### src/rtl/imm_gen_pipe.sv
// rtl/imm_gen_pipe.sv - registered RV32I/RV64I immediate generator with 2-entry skid buffer (optional CSR zimm: IMM_GEN_PIPE_CSR_EN)
module imm_gen_pipe #(
  parameter int XLEN  = 32,
  parameter int TAG_W = 5
) (
  input  logic             clk,
  input  logic             rst_n,
  input  logic             flush,
  input  logic             in_valid,
  output logic             in_ready,
  input  logic [31:0]      in_inst,
  input  logic [XLEN-1:0]  in_pc,
  input  logic [TAG_W-1:0] in_tag,
  output logic             out_valid,
  input  logic             out_ready,
  output logic [XLEN-1:0]  out_imm,
  output logic [2:0]       out_fmt,
  output logic [XLEN-1:0]  out_pc,
  output logic [TAG_W-1:0] out_tag
);

  localparam logic [2:0] FMT_NONE = 3'd0;
  localparam logic [2:0] FMT_I    = 3'd1;
  localparam logic [2:0] FMT_S    = 3'd2;
  localparam logic [2:0] FMT_B    = 3'd3;
  localparam logic [2:0] FMT_U    = 3'd4;
  localparam logic [2:0] FMT_J    = 3'd5;
`ifdef IMM_GEN_PIPE_CSR_EN
  localparam logic [2:0] FMT_Z    = 3'd6;
`endif

  logic [31:0]      imm32;
  logic [2:0]       dec_fmt;
  logic [XLEN-1:0]  dec_imm;

  logic             main_valid_q, main_valid_d;
  logic [XLEN-1:0]  main_imm_q,   main_imm_d;
  logic [2:0]       main_fmt_q,   main_fmt_d;
  logic [XLEN-1:0]  main_pc_q,    main_pc_d;
  logic [TAG_W-1:0] main_tag_q,   main_tag_d;
  logic             skid_valid_q, skid_valid_d;
  logic [XLEN-1:0]  skid_imm_q,   skid_imm_d;
  logic [2:0]       skid_fmt_q,   skid_fmt_d;
  logic [XLEN-1:0]  skid_pc_q,    skid_pc_d;
  logic [TAG_W-1:0] skid_tag_q,   skid_tag_d;

  logic             accept;
  logic             drain;

  // Opcode decode: build a 32-bit sign-correct immediate, then widen to XLEN.
  // zimm has bit 31 clear, so the common sign-extension also zero-extends it.
  always_comb begin
    imm32   = '0;
    dec_fmt = FMT_NONE;
    case (in_inst[6:0])
      7'b0000011, 7'b0010011, 7'b1100111: begin
        dec_fmt = FMT_I;
        imm32   = {{20{in_inst[31]}}, in_inst[31:20]};
      end
      7'b0011011: begin
        if (XLEN == 64) begin
          dec_fmt = FMT_I;
          imm32   = {{20{in_inst[31]}}, in_inst[31:20]};
        end
      end
      7'b0100011: begin
        dec_fmt = FMT_S;
        imm32   = {{20{in_inst[31]}}, in_inst[31:25], in_inst[11:7]};
      end
      7'b1100011: begin
        dec_fmt = FMT_B;
        imm32   = {{19{in_inst[31]}}, in_inst[31], in_inst[7], in_inst[30:25], in_inst[11:8], 1'b0};
      end
      7'b0110111, 7'b0010111: begin
        dec_fmt = FMT_U;
        imm32   = {in_inst[31:12], 12'b0};
      end
      7'b1101111: begin
        dec_fmt = FMT_J;
        imm32   = {{11{in_inst[31]}}, in_inst[31], in_inst[19:12], in_inst[20], in_inst[30:21], 1'b0};
      end
`ifdef IMM_GEN_PIPE_CSR_EN
      7'b1110011: begin
        if (in_inst[14] && (in_inst[13:12] != 2'b00)) begin
          dec_fmt = FMT_Z;
          imm32   = {27'b0, in_inst[19:15]};
        end
      end
`endif
      default: begin
        imm32   = '0;
        dec_fmt = FMT_NONE;
      end
    endcase
    dec_imm = XLEN'($signed(imm32));
  end

  assign in_ready = !skid_valid_q;
  assign accept   = in_valid && !skid_valid_q;
  assign drain    = main_valid_q && out_ready;

  // Main/skid next state: flush wins, then drain refills main from skid or input.
  always_comb begin
    main_valid_d = main_valid_q;
    main_imm_d   = main_imm_q;
    main_fmt_d   = main_fmt_q;
    main_pc_d    = main_pc_q;
    main_tag_d   = main_tag_q;
    skid_valid_d = skid_valid_q;
    skid_imm_d   = skid_imm_q;
    skid_fmt_d   = skid_fmt_q;
    skid_pc_d    = skid_pc_q;
    skid_tag_d   = skid_tag_q;
    if (flush) begin
      main_valid_d = 1'b0;
      skid_valid_d = 1'b0;
    end else if (drain) begin
      if (skid_valid_q) begin
        main_imm_d   = skid_imm_q;
        main_fmt_d   = skid_fmt_q;
        main_pc_d    = skid_pc_q;
        main_tag_d   = skid_tag_q;
        skid_valid_d = 1'b0;
      end else if (accept) begin
        main_imm_d   = dec_imm;
        main_fmt_d   = dec_fmt;
        main_pc_d    = in_pc;
        main_tag_d   = in_tag;
      end else begin
        main_valid_d = 1'b0;
      end
    end else if (accept) begin
      if (main_valid_q) begin
        skid_valid_d = 1'b1;
        skid_imm_d   = dec_imm;
        skid_fmt_d   = dec_fmt;
        skid_pc_d    = in_pc;
        skid_tag_d   = in_tag;
      end else begin
        main_valid_d = 1'b1;
        main_imm_d   = dec_imm;
        main_fmt_d   = dec_fmt;
        main_pc_d    = in_pc;
        main_tag_d   = in_tag;
      end
    end
  end

  // State registers; reset clears valids and zeroes all data.
  always_ff @(posedge clk) begin
    if (!rst_n) begin
      main_valid_q <= 1'b0;
      main_imm_q   <= '0;
      main_fmt_q   <= '0;
      main_pc_q    <= '0;
      main_tag_q   <= '0;
      skid_valid_q <= 1'b0;
      skid_imm_q   <= '0;
      skid_fmt_q   <= '0;
      skid_pc_q    <= '0;
      skid_tag_q   <= '0;
    end else begin
      main_valid_q <= main_valid_d;
      main_imm_q   <= main_imm_d;
      main_fmt_q   <= main_fmt_d;
      main_pc_q    <= main_pc_d;
      main_tag_q   <= main_tag_d;
      skid_valid_q <= skid_valid_d;
      skid_imm_q   <= skid_imm_d;
      skid_fmt_q   <= skid_fmt_d;
      skid_pc_q    <= skid_pc_d;
      skid_tag_q   <= skid_tag_d;
    end
  end

  assign out_valid = main_valid_q;
  assign out_imm   = main_imm_q;
  assign out_fmt   = main_fmt_q;
  assign out_pc    = main_pc_q;
  assign out_tag   = main_tag_q;

endmodule
### config.mk
export PLATFORM = sky130hd
export DESIGN_NAME = imm_gen_pipe
export DESIGN_NICKNAME = d
export VERILOG_FILES = /design/src/rtl/imm_gen_pipe.sv
export SDC_FILE = /design/constraint.sdc
export NUM_CORES = 1
export LEC_CHECK = 0
export CORE_MARGIN = 2
export CORE_UTILIZATION = 30
export DETAILED_ROUTE_END_ITERATION = 12
export PLACE_DENSITY = 0.5
export RECOVER_POWER = 50
export SYNTH_ARGS = -nofsm -noshare
export SYNTH_HDL_FRONTEND = slang
export SYNTH_SLANG_ARGS = --single-unit
### constraint.sdc
create_clock -name clk -period 2.9 [get_ports clk]
set_input_delay 0.29 -clock clk [delete_from_list [all_inputs] [get_ports clk]]
set_output_delay 0.29 -clock clk [all_outputs]
set_load 0.005 [all_outputs]
# Word level (Yosys, flattened, before mapping)
# Cells that the tools add are included.
# totals
input_bits	74
out_inout_bits	74
ramBits	0
rom_bits	0
ff_bits	146
latch_bits	0
n_memories	0
# op_classes
n_bitwise	3
mul	0
mux	26
div	0
reduce_logical	13
n_lt_le_gt_ge	0
eq_ne	11
n_addsub	0
shifts	0
# op_table
cell	n
2-to-1 mux 32 bit	10
case mux 32 bit (5 select lines)	1
2-to-1 mux 5 bit	5
== test 7 bit (second input constant)	3
2-to-1 mux 3 bit	5
case mux 3 bit (5 select lines)	1
== test 7 x 5 -> 1 bit (second input constant)	2
== test 7 x 6 -> 1 bit (second input constant)	2
AND reduction 4 bit	2
== test 7 x 2 -> 1 bit (second input constant)	1
OR reduction 3 bit	2
2-to-1 mux 1 bit	4
inequality test 2 bit (second input constant)	2
nonzero test 2 bit	2
OR reduction 2 bit	2
inverter 1 bit	3
AND reduction 3 bit	1
logical AND 1 bit	2
inequality test 2 x 1 -> 1 bit (second input constant)	1
AND reduction 2 bit	1
logical NOT 1 bit	1

# Logic depth before layout (Yosys ltp)
# Gate-level depths: netlist of the first run.
# logic_depth
ltp_word	6
depth_mapped	8

# Worst setup path before layout of the first run
# Ideal clock, no wire load.
# synth_timing
path_kind	flip-flop to flip-flop
startpoint	register main_valid_q (netlist: out_valid)
endpoint	register main_imm_q[25] (netlist: out_imm[25])
setup_time_ps	118
arrival_time_ps	1560
path_buffers	1
path_stages_with_launch	7
slack_ps	1222
required_time_ps	2782
cell_sequence	dfxtp_1 > or2_4 > a211o_4 > buf_6 > or3_1 > o211ai_2 > a21oi_2
# synth_between
elab_chain_len	3
word_cells_on_any_way	5
cone_classes	eq/ne (1); mux (1); reduce/logical (3)
# synth_lines
element	line_no	rtl
start, declared	36	logic main_valid_q, main_valid_d;
start signal, assigned	163	main_valid_q <= main_valid_d;
logical AND 1 bit	100	assign drain = main_valid_q && out_ready;
inequality test 2 x 1 -> 1 bit (no source line) or nonzero test 2 bit (tied branches)	-	
AND reduction 4 bit (no source line)	-	
end signal, assigned	164	main_imm_q <= main_imm_d;
end, declared	37	logic [XLEN-1:0] main_imm_q, main_imm_d;
# Several ways; a longest one is shown, not always the timed one.
# A chain may end at the register's enable or synchronous reset.

# Worst setup path in the final report of the first run
# layout_timing
startpoint	register skid_valid_q
endpoint	register skid_imm_q[5]
# layout_between
elab_chain_len	3
# layout_lines
element	line_no	rtl
start, declared	41	logic skid_valid_q, skid_valid_d;
start signal, assigned	168	skid_valid_q <= skid_valid_d;
logical NOT 1 bit	99	assign accept = in_valid && !skid_valid_q;
logical AND 1 bit	99	
AND reduction 4 bit (no source line)	-	
end signal, assigned	169	skid_imm_q <= skid_imm_d;
end, declared	42	logic [XLEN-1:0] skid_imm_q, skid_imm_d;
# Every way passes these cells.

==> summary.md, run 1 <==
| Metric | Value |
|---|---|
| DRT antenna net count | 0 |
| H-tree depth | 4 |
| Sequential area share after synthesis | 46.8% |
| Max Slew Vio Count | 45 |
| Core footprint | 20,300 µm² |
| Synth cell types | 52 |
| Antenna cell count | 0 |
| IO buf count | 147 |
| Placed instance count | 1,109 |
| Final Hold Viols | 0 |
| Final std cells w/o fill | 1,141 |
| Setup TNS | 0 ns |
| Power Density | 569 nW/µm² |
| Die Width | 148 µm |
| Routed len/inst | 16.3 µm |
| Leak | 3.55 nW |
| Fraction of registers with async set/reset | 0% |
| Vias in the first global route | 5,606 |
| Root buffer selected by CTS | clkbuf_16 |
| End point of the critical path | skid_imm_q[5] |
| Worst r2r dst | skid_imm_q[5] |
| Largest net degree at the start of global routing | 111 |
| FF-to-FF setup slack | 0.65 ns |
| Worst hold path class | input port to register |
| Worst-case clock buffer depth | 2 |
| FF+latch count, synth | 146 |
| Final period util | 77.5% |
| Total CTS buffers | 17 |
| Clk Latency, worst-skew pair | 0.43 ns |
| Reg2Reg Launch Point | skid_valid_q |
| Vias | 5,878 |
| Synth warn | 0 |
| Outcome | complete, but fails checks |
| All-Layer GR Usage | 17.1% |
| Die Y | 148 µm |
| Crit path DAT | 2.56 ns |
| Number of post-CTS setup repair buffers | 0 |
| Area grow syn2layout | 36.5% |
| Max_slew headroom | -22.8% |
| Mapped Avg Cell Area | 8.43 µm² |
| Clock transition at path regs | 0.07 ns |
| Congestion Overflow GR | 0 |
| Share of cells above drive strength 1 | 8.04% |
| Placed Area | 7930 µm² |
| Pre-CTS WS | 0.423 ns |
| Final WL | 18,600 µm |
| Synth Instances | 741 |
| Drt first-iter violations | 361 |
| Crit start category | register |
| Fin worst setup slack | 0.654 ns |
| Worst Skew | 0.0105 ns |
| Least-Margin Pin Slew | 1.84 ns |
| Finished Cell Area | 8530 µm² |
| Synth top area share | 46.8% |
| Max VDD drop | 323 µV |
| Cell area after synthesis | 6240 µm² |
| Crit Path Category | register to register |
| Reg2reg path depth | 5 |
| Full die area | 22,000 µm² |
| WP data required | 3.21 ns |
| Synth Net Count | 815 |
| Most frequent cell after synthesis | nand2_1 |
| Global-route wire length before repair | 29,700 µm |
| Tmin final | 2.25 ns |
| Initial antenna violation count | 0 |
| Drt pass-1 iters | 5 |
| PostCTS Resize Cnt | 0 |
| EDFF count, synth | 0 |
| Worst Setup SP | skid_valid_q |
| Crit path max fanout | 19 |
| Nets | 932 |
| Max-cap violations | 1 |
| Hold-fix buffers at CTS | 0 |
| Final HPWL DP | 12,100 µm |
| Failing checks | max-capacitance violations, max-slew violations |
| Synth top cells by count | nand2_1 (186), dfxtp_1 (146), nand3_1 (62), o21ai_0 (43), o211a_1 (40) |
| CTS Sinks | 146 |
| Number of remaining DRC errors | 0 |
| CTS tree | yes |
| Via/cell ratio | 5.15 |
| Starting Density | 30.8% |
| Synth Flop Type | dfxtp_1 |
| Gp weighted congestion | 0.795 |
| Endpoint class of the critical path | register |
| Area contributors post-synth | dfxtp_1 (47%), nand2_1 (11%), o211a_1 (6.4%) |
| Fmax achieved | 445 MHz |
| IO Pins | 148 |
| Yosys top cell by area | dfxtp_1 |
| RSZ-0062 raised after global routing | false |
| Rows | 52 |
| Final setup violation count | 0 |
==> how the worst min path moves through the flow <==
stage | slack (ns) | to | from | cells after the start
2_1_floorplan | 0.43 | skid_imm_q[12] | in_inst[12] | 2
6_report | 0.46 | skid_pc_q[2] | in_pc[2] | 3
3_5_place_dp | 0.45 | skid_imm_q[31] | skid_imm_q[31] | 2
4_1_cts | 0.31 | out_fmt[1] | rst_n | 2
5_1_grt | 0.46 | skid_imm_q[14] | in_inst[14] | 3
3_3_place_gp | 0.44 | skid_imm_q[31] | skid_imm_q[31] | 2
==> sequential cells by signal, summed over array words and instances (netlist names) <==
| register | cells |
|---|---|
| out_fmt | 3 |
| out_tag | 5 |
| skid_valid_q | 1 |
| skid_tag_q | 5 |
| out_valid | 1 |
| skid_imm_q | 32 |
| skid_fmt_q | 3 |
| out_pc | 32 |
| skid_pc_q | 32 |
| out_imm | 32 |
==> area by class of cell <==
cell class | instances | area (µm²)
Inverter | 4 | 15.0
Fill cell | 1985 | 11800
Multi-Input combinational cell | 526 | 3020
Timing Repair Buffer | 163 | 1620
Sequential cell | 146 | 2920
Clock buffer | 18 | 439
Clock inverter | 14 | 170
Tap cell | 270 | 338
==> report_power, final <==
group          switching (mW)  total [mW]  internal [mW]
Combinational           0.216       0.473          0.257
Clock                   0.940        2.26           1.32
Sequential             0.0409        2.12           2.08
==> layer usage <==
layer | up-vias | track usage, % | wire length [µm]
li1 | 2857 | - | -
met1 | 2827 | 23.1 | 8920
met2 | 175 | 26.7 | 8510
met3 | 19 | 3.77 | 901
met4 | 0 | 6.14 | 224
met5 | - | 0 | 0
==> placed cells by master, fill, tap and decap left out, drive strengths merged, types with 15 or more instances in the layout <==
master         netlist  routed
o211a               40      40
clkbuf              39      20
buf                 26      15
o21ai               45      45
a21boi              38      38
dfxtp              146     146
clkdlybuf4s50        0      71
dlygate4sd3          0      75
nand2              186     186
nand3               62      62
a21oi               47      47
==> cell families after synthesis <==
kind of cell    synth area share [%]
simple gates                    21.3
mux                            0.160
buf+inv                         4.95
flops                           46.8
compound gates                  26.8
==> metrics by stage <==
| stage | total power [mW] | utilization (%) | hold slack, ns |
|---|---|---|---|
| final | 4.85 | 42.0 | 0.458 |
| after global routing | 5.08 | 42.0 | 0.458 |
| after CTS | 4.95 | 42.1 | 0.305 |
| after detailed placement | 2.67 | 39.1 | 0.448 |
| after global placement | 2.66 | 39.1 | 0.442 |
| after floorplan | 2.36 | - | 0.429 |
==> critical path, cell delays in order (launching register included) <==
cell,delay (ns)
dfxtp_1,0.38
nor4b_1,0.48
nand2_1,0.38
clkbuf_1,0.52
a22oi_1,0.32
nor2b_1,0.07
Power figures use the tool's default switching activity.
==> run 2, diff against run 1 <==
Clock period 2.9 ns to 2.31 ns, I/O delays scaled along.
==> run 2 against run 1 <==
The flow now finishes without violations. Die area stayed put. Flip-flop and latch count stayed put. Wire length is 1.2% higher. Sequential power is 25% higher. Critical endpoint is now skid_imm_q[19].
==> summary.md, run 2 (synthesis results as in run 1) <==
| Metric | Value |
|---|---|
| Outcome | finished clean |
| Initial antenna violation count | 0 (unchanged) |
| Max Slew Vio Count | 0 (-100%) |
| All-Layer GR Usage | 17.0% (about the same) |
| Crit path DAT | 2.35 ns (-0.21 ns) |
| Nets | 953 (+2.3%) |
| Endpoint class of the critical path | register |
| Root buffer selected by CTS | clkbuf_16 |
| Final HPWL DP | 12,700 µm (+4.9%) |
| DRT antenna net count | 0 (unchanged) |
| Crit path max fanout | 40 (+21) |
| Drt first-iter violations | 276 (-24%) |
| Final setup violation count | 0 (unchanged) |
| Max-cap violations | 0 (-1) |
| RSZ-0062 raised after global routing | false |
| Area grow syn2layout | 39.2% |
| Least-Margin Pin Slew | 0.593 ns (-1.25 ns) |
| Fmax achieved | 500 MHz (+12%) |
| Clock transition at path regs | 0.06 ns (about the same) |
| Placed instance count | 1,130 (+1.9%) |
| Clk Latency, worst-skew pair | 0.42 ns (about the same) |
| Worst hold path class | input port to register |
| Total power draw | 6.13 mW (+26%) |
| Leak | 3.67 nW (+3.2%) |
| Vias in the first global route | 5,757 (+2.7%) |
| Vias | 5,898 (+0.34%) |
| Crit start category | register |
| Congestion Overflow GR | 0 (unchanged) |
| Final period util | 86.6% (+9.1 points) |
| Finished Cell Area | 8690 µm² (+2.0%) |
| Max_slew headroom | 60.4% (+83 points) |
| H-tree depth | 4 (unchanged) |
| Largest net degree at the start of global routing | 49 (-56%) |
| Global-route wire length before repair | 29,900 µm (+0.67%) |
| Setup TNS | 0 ns (unchanged) |
| Max VDD drop | 431 µV (+33%) |
| Starting Density | 30.8% (unchanged) |
| Gp weighted congestion | 0.892 (+12%) |
| Rows | 52 (unchanged) |
| Die Width | 148 µm (unchanged) |
| CTS tree | yes |
| Worst Skew | 0.00928 ns (-0.00118 ns) |
| Total CTS buffers | 17 (unchanged) |
| Number of remaining DRC errors | 0 (unchanged) |
| Worst-case clock buffer depth | 2 (unchanged) |
| WP data required | 2.66 ns (-0.55 ns) |
| Final std cells w/o fill | 1,162 (+1.8%) |
| Hold-fix buffers at CTS | 0 (unchanged) |
| Die Y | 148 µm (unchanged) |
| CTS Sinks | 146 (unchanged) |
| Number of post-CTS setup repair buffers | 0 (unchanged) |
| IO buf count | 147 (unchanged) |
| Share of cells above drive strength 1 | 10.3% (+2.3 points) |
| Drt pass-1 iters | 5 (unchanged) |
| PostCTS Resize Cnt | 0 (unchanged) |
| Tmin final | 2.00 ns (-0.247 ns) |
| Core footprint | 20,300 µm² (unchanged) |
| Final WL | 18,800 µm (+1.2%) |
| Final Hold Viols | 0 (unchanged) |
| Antenna cell count | 0 (unchanged) |
| IO Pins | 148 (unchanged) |
| Hold_ws | 0.272 ns (-0.186 ns) |
| Crit Path Category | register to register |
| Routed len/inst | 16.2 µm (-0.65%) |
| Most common cell after layout, fill and taps aside | nand2_1 |
| Most frequent cells in the layout | nand2_1 (185), dfxtp_1 (146), dlygate4sd3_1 (74), clkdlybuf4s50_1 (72), nand3_1 (61) |
| Full die area | 22,000 µm² (unchanged) |
| Placed Area | 8110 µm² (+2.3%) |
| Power Density | 705 nW/µm² (+24%) |
| Via/cell ratio | 5.08 (-1.5%) |
run 2: layer usage:
metal | vias up | GRT usage, % | part of all wire [%]
met3 | 19 | 3.56 | 5.1
met2 | 168 | 27.8 | 47
met4 | 0 | 6.14 | 1.6
met1 | 2822 | 22.4 | 47
li1 | 2889 | - | -
met5 | - | 0 | 0
run 2: layout make-up:
cell class                 instances  area (µm²)
inverter                           4        15.0
sequential                       146        2920
timing repair buffer             184        1790
clock inverter                    14         176
fill                            2036       11600
clock buffer                      18         429
multi-input combinational        526        3020
tap                              270         338
run 2: worst paths after layout:
| check | startpoint | endpoint | slack, ns | cells after the start |
|---|---|---|---|---|
| worst max-delay path | skid_valid_q | skid_imm_q[19] | 0.31 | 6 |
| worst min-delay path | rst_n | out_fmt[1] | 0.27 | 2 |
| worst min register to register | skid_pc_q[1] | skid_pc_q[1] | 0.46 | 2 |
| worst max register to register | skid_valid_q | skid_imm_q[19] | 0.31 | 6 |
run 2: where the power goes:
group          switching (mW)  internal [mW]  total, mW
registers              0.0516           2.61       2.66
clock network            1.13           1.72       2.85
logic                   0.276          0.343      0.620
run 2: per-stage QoR:
| step | util [%] | worst slack (ns) |
|---|---|---|
| 6_report | 42.8 | 0.310 |
| 5_1_grt | 42.8 | 0.127 |
| 4_1_cts | 42.9 | 0.334 |
| 3_5_place_dp | 40.0 | 0.0902 |
| 3_3_place_gp | 40.0 | 0.131 |
| 2_1_floorplan | - | 0.632 |
run 2: worst max-delay path, cell delays in order (launching register included):
cell,delay (ns)
dfxtp_1,0.37
nor4b_1,0.37
buf_4,0.18
and2_2,0.23
clkbuf_4,0.47
o21ai_0,0.15
a21oi_1,0.15
==> run 3, diff against run 2 <==
Settings changed: SLEW_MARGIN set to 20.
==> results of run 3 <==
No change in the layout: final DEF, timing and power equal those of run 2.
